`config.mk`:
```
export PLATFORM = sky130hd
export DESIGN_NAME = rom_scan_ctrl
export DESIGN_NICKNAME = d
export VERILOG_FILES = /design/src/rtl/rom_scan_ctrl.sv
export SDC_FILE = /design/constraint.sdc
export NUM_CORES = 1
export LEC_CHECK = 0
export CORE_ASPECT_RATIO = 1.5
export CORE_UTILIZATION = 30
export DETAILED_ROUTE_END_ITERATION = 8
export HOLD_SLACK_MARGIN = 0.15
export PLACE_DENSITY = 0.52
export SYNTH_ARGS = -nofsm -noshare
export SYNTH_HDL_FRONTEND = slang
export SYNTH_SLANG_ARGS = --single-unit
```
`constraint.sdc`:
```
create_clock -name clk -period 1.55 [get_ports clk]
set_input_delay 0.2325 -clock clk [delete_from_list [all_inputs] [get_ports clk]]
set_output_delay 0.2325 -clock clk [all_outputs]
set_load 0.005 [all_outputs]
```
`src/rtl/rom_scan_ctrl.sv`:
```
// rom_scan_ctrl
//   Scans a window of the small combinational ROM and streams every word out
//   on a valid/ready interface. It keeps an XOR checksum of the delivered
//   words so downstream logic can verify ROM contents.
//
// Ports
//   clk            single clock, rising edge
//   rst_n          synchronous active-low reset
//   start          scan request, sampled only while idle
//   base_addr      first ROM address of the scan
//   count          number of words to read (0 = no operation)
//   rom_addr       registered ROM address
//   rom_data       ROM read data (combinational from rom_addr)
//   out_data       captured ROM word (holds its value when out_valid=0)
//   out_valid      out_data carries an undelivered word
//   out_ready      downstream accepts the word
//   busy           scan in progress
//   done           one-cycle pulse after the last word is accepted
//   checksum       XOR of the words accepted in the current/last scan
//   checksum_valid checksum is final
module rom_scan_ctrl #(
  parameter int ADDR_W = 2,
  parameter int DATA_W = 4
) (
  input  logic              clk,
  input  logic              rst_n,
  input  logic              start,
  input  logic [ADDR_W-1:0] base_addr,
  input  logic [ADDR_W:0]   count,
  output logic [ADDR_W-1:0] rom_addr,
  input  logic [DATA_W-1:0] rom_data,
  output logic [DATA_W-1:0] out_data,
  output logic              out_valid,
  input  logic              out_ready,
  output logic              busy,
  output logic              done,
  output logic [DATA_W-1:0] checksum,
  output logic              checksum_valid
);

  typedef enum logic [1:0] {
    IDLE = 2'd0,
    READ = 2'd1,
    HOLD = 2'd2
  } state_t;

  localparam logic [ADDR_W:0] REM_ONE = {{ADDR_W{1'b0}}, 1'b1};

  state_t          state;
  logic [ADDR_W:0] remaining;

  // Address increment wraps naturally at DEPTH because the result is
  // truncated to ADDR_W bits.
  function automatic logic [ADDR_W-1:0] next_addr(input logic [ADDR_W-1:0] a);
    return a + {{(ADDR_W-1){1'b0}}, 1'b1};
  endfunction

  function automatic logic [DATA_W-1:0] fold_xor(input logic [DATA_W-1:0] acc,
                                                 input logic [DATA_W-1:0] word);
    return acc ^ word;
  endfunction

  always_ff @(posedge clk) begin
    if (!rst_n) begin
      state          <= IDLE;
      remaining      <= '0;
      rom_addr       <= '0;
      out_data       <= '0;
      out_valid      <= 1'b0;
      busy           <= 1'b0;
      done           <= 1'b0;
      checksum       <= '0;
      checksum_valid <= 1'b0;
    end else begin
      done <= 1'b0;
      case (state)
        IDLE: begin
          // A zero-length request leaves the previous checksum untouched.
          if (start && (count != '0)) begin
            rom_addr       <= base_addr;
            remaining      <= count;
            checksum       <= '0;
            checksum_valid <= 1'b0;
            busy           <= 1'b1;
            state          <= READ;
          end
        end

        // rom_addr was registered on the previous edge, so rom_data has had a
        // full cycle to settle before this capture.
        READ: begin
          out_data  <= rom_data;
          out_valid <= 1'b1;
          state     <= HOLD;
        end

        HOLD: begin
          if (out_valid && out_ready) begin
            out_valid <= 1'b0;
            checksum  <= fold_xor(checksum, out_data);
            remaining <= remaining - REM_ONE;
            if (remaining == REM_ONE) begin
              busy           <= 1'b0;
              done           <= 1'b1;
              checksum_valid <= 1'b1;
              state          <= IDLE;
            end else begin
              rom_addr <= next_addr(rom_addr);
              state    <= READ;
            end
          end
        end

        default: state <= IDLE;
      endcase
    end
  end

endmodule

```
==> flow_summary.ini, run 1 <==
[outcome]
status = finished clean

[pwr]
p_leak_nw = 0.559
peakVddDrop_mv = 0.630
power_density_nw_per_um2 = 811

[clocking]
cts_hold_buf = 0
clk_pin_slew_worst_paths_ns = 0.07
htree_num_levels = 1
clkSinkCount = 19
cts_root_buffer = clkbuf_8
insertion_delay_ns = 0.25
cts_tree = done
clk_path_buf_depth = 2
cts_buffers = 3

[floorplanning]
start_util_pct = 31.9
die_h_um = 70.1
die_w_um = 47.4
placementRows = 24
design.die.area_um2 = 3330
coreArea_um2 = 2910
io_pins = 27

[yosys]
synthSimpleGateAreaFrac_pct = 23.3
synth_cell_types = 35
synthArstFlopShare_pct = 0
synth_edf_count = 0
yosysWarningCount = 0
synth_top_area_share_pct = 41.0
synthMuxAreaShare_pct = 6.47
synth_top_family_by_area = simple AND/OR/NAND/NOR gates
syn_area_um2 = 928
synth.top_cells.by_area = dfxtp_1 41%, mux2i_1 6.5%, nor2_1 5.7%
synth.avg_cell_area_um2 = 9.01
synth_compound_area_share_pct = 21.8
ys_seq_area_share_pct = 41.0
synth_area_leader_cell = dfxtp_1
synthAdderAreaFrac_pct = 2.70
synth_xor_area_share_pct = 0
synthCells = 103
synthFlopType = dfxtp_1
ys_ff_latch = 19
synth_nets = 118

[critical_path]
endpoint_kind = flip-flop
rr_worst_depth = 4
critPathRequiredTime_ns = 1.71
worst_setup_path_start_kind = primary input
rr_endpoint = rom_addr[1]
reg2reg_setup_slack_ns = 0.09
criticalPathCategory = primary input to flip-flop
crit_arrival_ns = 1.65
cp_max_fo = 5
r2r-start = state[1]

[routing]
drtIter0Drc = 4
first_pass_iters = 4
route.detailed.vias_per_inst = 4.76
post_drt_wl_per_cell_um = 12.2
ant_nets = 0
wl_um = 2260
drc = 0
vias = 881

[finish]
multi_input_area_um2 = 507
regArea_um2 = 380
final_cell_area_um2 = 1410
final_cell_mix = 25 x clkdlybuf4s50_1, 19 x dfxtp_1, 19 x buf_4
final_common_cell = clkdlybuf4s50_1
fill_cells = 307
antennaDiodeCount = 0
area_delta_synth_final_pct = 51.3
nets = 162
layout-drive-gt1-share_pct = 21.2

[place]
io_buffers = 26
hpwl_um = 1730
place_area_um2 = 1350
gp_congestion = 0.748

[worst_hold_path]
min_to = busy
min_path_type = flip-flop to flip-flop
hold_depth = 2
hp-start = busy

[sta]
hold_viol = 0
skew_ns = 0.00138
setup_viol = 0
max_slew.worst_pin.slew_ns = 0.383
rsz0062_at_grt = no
max_slew_margin_pct = 74.5
maxSlewViolCount = 0
min_period_over_period_pct = 95.7
max_freq_ghz = 0.674
finalSetupTns_ns = 0
post-route-min-period_ns = 1.48

[global_route]
grt_overflow_total = 0
grt_usage_pct = 15.8
grt_pass1_wl_um = 3810
grt_max_degree = 12
grt_antenna_before_repair = 0
grt_pass1_vias = 864

[flow_run]
max_cap_viol_count = 0
## cell usage after synthesis, drive strengths merged (2+ instances only)
cell type,instances
nor2b,2
o21ai,2
nand2b,3
nand3b,2
dfxtp,19
nand2,8
o31ai,2
mux2i,6
nor2,15
a311oi,3
a21oi,10
ha,2
buf,2
clkbuf,4
inv,5
## metrics by stage
stage | std cells | setup slack, ns | hold slack, ns | utilization (%) | total power [mW]
2_1_floorplan | 103 | 0.204 | 0.380 | - | 0.670
3_3_place_gp | 180 | -0.240 | 0.445 | 46.3 | 0.795
3_5_place_dp | 180 | -0.259 | 0.450 | 46.3 | 0.797
4_1_cts | 184 | 0.0138 | 0.460 | 47.8 | 1.15
5_1_grt | 185 | 0.00514 | 0.488 | 48.2 | 1.20
6_report | 185 | 0.0665 | 0.456 | 48.2 | 1.14
## kinds of logic (layout without fill, tap and decap cells)
group	after synthesis	count (layout)
buf+inv	11	54
fa+ha+maj	2	2
compound gates	25	25
flops	19	19
simple gates	40	40
mux	6	6
## registers in the layout (all words and copies together) (netlist names)
register and count:
checksum 4, out_data 4, remaining 3, rom_addr 2, state 2, busy 1, checksum_valid 1, done 1
out_valid 1
## worst max-delay path by stage
stage          startpoint            to  slack (ns)  cells after the start
3_3_place_gp        start   rom_addr[1]       -0.24                      5
6_report         count[1]   checksum[2]        0.07                      5
3_5_place_dp        start   rom_addr[1]       -0.26                      5
2_1_floorplan   out_valid  remaining[2]        0.20                      4
4_1_cts             start   rom_addr[1]        0.01                      5
5_1_grt          count[1]   checksum[2]       0.005                      5
## power breakdown
group | leakage (nW) | switching, mW | internal (mW) | total [mW]
Clock | 0.0228 | 0.166 | 0.183 | 0.348
Combinational | 0.381 | 0.106 | 0.147 | 0.253
Sequential | 0.155 | 0.0240 | 0.514 | 0.538
## worst max-delay path, stage by stage
cell and delay, ns:
clkdlybuf4s50_1 0.42, or3_4 0.41, a31oi_4 0.21, nor2_2 0.11, a311oi_1 0.26
## repair_timing
action                     4_1_cts  5_1_grt
setup buffers                    0        1
resized for setup                0        2
setup endpoints to repair        0        2
## routing by layer
layer | share of wire [%] | track usage [%] | vias to the layer above
met1 | 46 | 19.3 | 403
met4 | 1.6 | 5.71 | 0
li1 | - | - | 452
met2 | 50 | 26.3 | 22
met3 | 2.5 | 2.33 | 4
met5 | 0 | 0 | -
## final cells by class
| type | instances | area share [%] |
|---|---|---|
| inverter | 5 | 1.34 |
| multi-input combinational | 73 | 36.1 |
| timing repair buffer | 45 | 28.9 |
| clock buffer | 4 | 3.21 |
| sequential | 19 | 27.1 |
| tap | 39 | 3.47 |
(Power assumes the default switching activity.)
==> inputs of run 2 (changes only) <==
--- a/config.mk
+++ b/config.mk
@@ -6,6 +6,7 @@
 export NUM_CORES = 1
 export LEC_CHECK = 0
 export CORE_ASPECT_RATIO = 1.5
+export CORE_MARGIN = 2
 export CORE_UTILIZATION = 30
 export DETAILED_ROUTE_END_ITERATION = 8
 export HOLD_SLACK_MARGIN = 0.15
==> run 2 against run 1 <==
Effect of this change:
- combinational power increased by 5%
- maximum frequency decreased by 1.5%
- first-iteration DRC count up 100%
- sequential share of layout area down 0.33 points
- count of clock-buffer cells in the layout is 1 lower
- core utilization rose by 0.57 points
- critical path type unchanged
- critical endpoint unchanged
- highest routed layer unchanged
==> flow_summary.ini, run 2 (synthesis gave the netlist of run 1 again) <==
[outcome]
status = finished clean

[sta]
setup_ws_ns = 0.0445
max_freq_ghz = 0.664
min_period_over_period_pct = 97.1
setup_viol = 0
max_slew.worst_pin.slew_ns = 0.381
hold_viol = 0
post-route-min-period_ns = 1.51
maxSlewViolCount = 0
max_slew_margin_pct = 74.6
skew_ns = 0.00337

[global_route]
grt_pass1_vias = 860
grt_max_degree = 13
grt_antenna_before_repair = 0
grt_overflow_total = 0
grt_pass1_wl_um = 3940
grt_usage_pct = 14.2

[clocking]
cts_root_buffer = clkbuf_8
cts_tree = done
clk_path_buf_depth = 2
clkSinkCount = 19
cts_buffers = 3
cts_hold_buf = 0
clk_pin_slew_worst_paths_ns = 0.08
htree_num_levels = 1
insertion_delay_ns = 0.26

[floorplanning]
coreArea_um2 = 2940
die_h_um = 72.1
die_w_um = 49.4
placementRows = 24
io_pins = 27
design.die.area_um2 = 3560
start_util_pct = 31.5

[pwr]
power_frac_seq_pct = 46.4
p_leak_nw = 0.569
power_mw = 1.16
peakVddDrop_mv = 0.442
power_density_nw_per_um2 = 809
p_int_uw = 849
swShare_pct = 26.9
pwr-share-comb_pct = 22.8
switchingPower_uw = 313
clkPwrFrac_pct = 30.8

[critical_path]
r2r-start = state[0]
criticalPathCategory = primary input to flip-flop
reg2reg_setup_slack_ns = 0.05
critPathRequiredTime_ns = 1.72
endpoint_kind = flip-flop
worst_setup_path_start_kind = primary input
rr_worst_depth = 4
cp_max_fo = 5
crit_arrival_ns = 1.67
rr_endpoint = rom_addr[0]

[finish]
top_regs = checksum x4, out_data x4, remaining x3
area_delta_synth_final_pct = 54.7
antennaDiodeCount = 0
layout-drive-gt1-share_pct = 24.3
fin_cells = 187
final_common_cell = clkdlybuf4s50_1
multi_input_area_um2 = 512
regArea_um2 = 384
nets = 164
final_cell_mix = 25 x clkdlybuf4s50_1, 20 x buf_4, 18 x dfxtp_1
fill_cells = 316

[routing]
route.detailed.vias_per_inst = 4.76
drtIter0Drc = 8
post_drt_wl_per_cell_um = 12.8
wl_um = 2400
ant_nets = 0
first_pass_iters = 4
vias = 891
drc = 0

[worst_hold_path]
hold_depth = 2
min_to = busy
hp-start = busy
min_path_type = flip-flop to flip-flop

[place]
dp.cells = 179
hpwl_um = 1840
pre_cts_ws_ns = -0.259
gp_congestion = 0.796
io_buffers = 26

[flow_run]
max_cap_viol_count = 0
[run 2: cell types whose count changed in the layout (fill, tap and decap cells not counted)]
cell,before,now
a21oi_1,10,9
buf_6,0,1
buf_4,19,20
nor2b_1,1,2
dfxtp_4,0,1
dfxtp_1,19,18
clkinvlp_4,0,1
mux2i_1,6,5
clkbuf_1,1,0
mux2i_2,0,1
a21oi_2,0,1
nor2b_2,1,0
[run 2: critical path, cell delays in order]
cell             delay (ns)
clkdlybuf4s50_1        0.42
or3_4                  0.41
a31oi_4                0.22
nor2_2                 0.11
a311oi_1               0.27
[run 2: worst max-delay path by stage]
stage	slack [ns]	endpoint	startpoint
floorplan	0.20	remaining[2]	out_valid
global placement	-0.21	remaining[0]	count[1]
detailed placement	-0.26	rom_addr[0]	start
CTS	0.01	rom_addr[0]	start
global route	-0.01	checksum[2]	count[1]
finish	0.04	checksum[2]	count[1]
[run 2: what timing repair did]
action	CTS	global route
hold endpoints to repair	0	0
setup endpoints to repair	0	4
buffers inserted	0	4
resized for setup	0	6
[run 2: metrics by stage]
step                      cell area, um2  hold WS (ns)  utilization, %  TNS (ns)
after floorplan                      928         0.380               -         0
after detailed placement            1340         0.446            45.5     -1.88
after global routing                1440         0.478            48.8   -0.0170
after CTS                           1390         0.456            47.2         0
after global placement              1340         0.443            45.5     -1.71
final                               1440         0.453            48.8         0
[run 2: power groups by stage]
| stage | clock network [mW] | registers, mW | logic [mW] |
|---|---|---|---|
| 5_1_grt | 0.392 | 0.544 | 0.292 |
| 2_1_floorplan | 0 | 0.545 | 0.125 |
| 4_1_cts | 0.372 | 0.541 | 0.250 |
| 6_report | 0.358 | 0.539 | 0.265 |
| 3_3_place_gp | 0 | 0.551 | 0.245 |
| 3_5_place_dp | 0 | 0.552 | 0.249 |
[run 2: cell type report]
class / instances / area share [%]
Multi-Input combinational cell: 73 / 35.6
Timing Repair Buffer: 47 / 29.5
Clock inverter: 1 / 0.523
Inverter: 5 / 1.31
Tap cell: 39 / 3.40
Sequential cell: 19 / 26.7
Clock buffer: 3 / 2.87
[run 2: routing by layer]
metal	GRT usage [%]	vias to the layer above	share of wire [%]
met3	2.26	2	3.2
met4	6.17	0	0.92
met2	24.8	17	52
li1	-	457	-
met1	17.2	415	44
met5	0	-	0
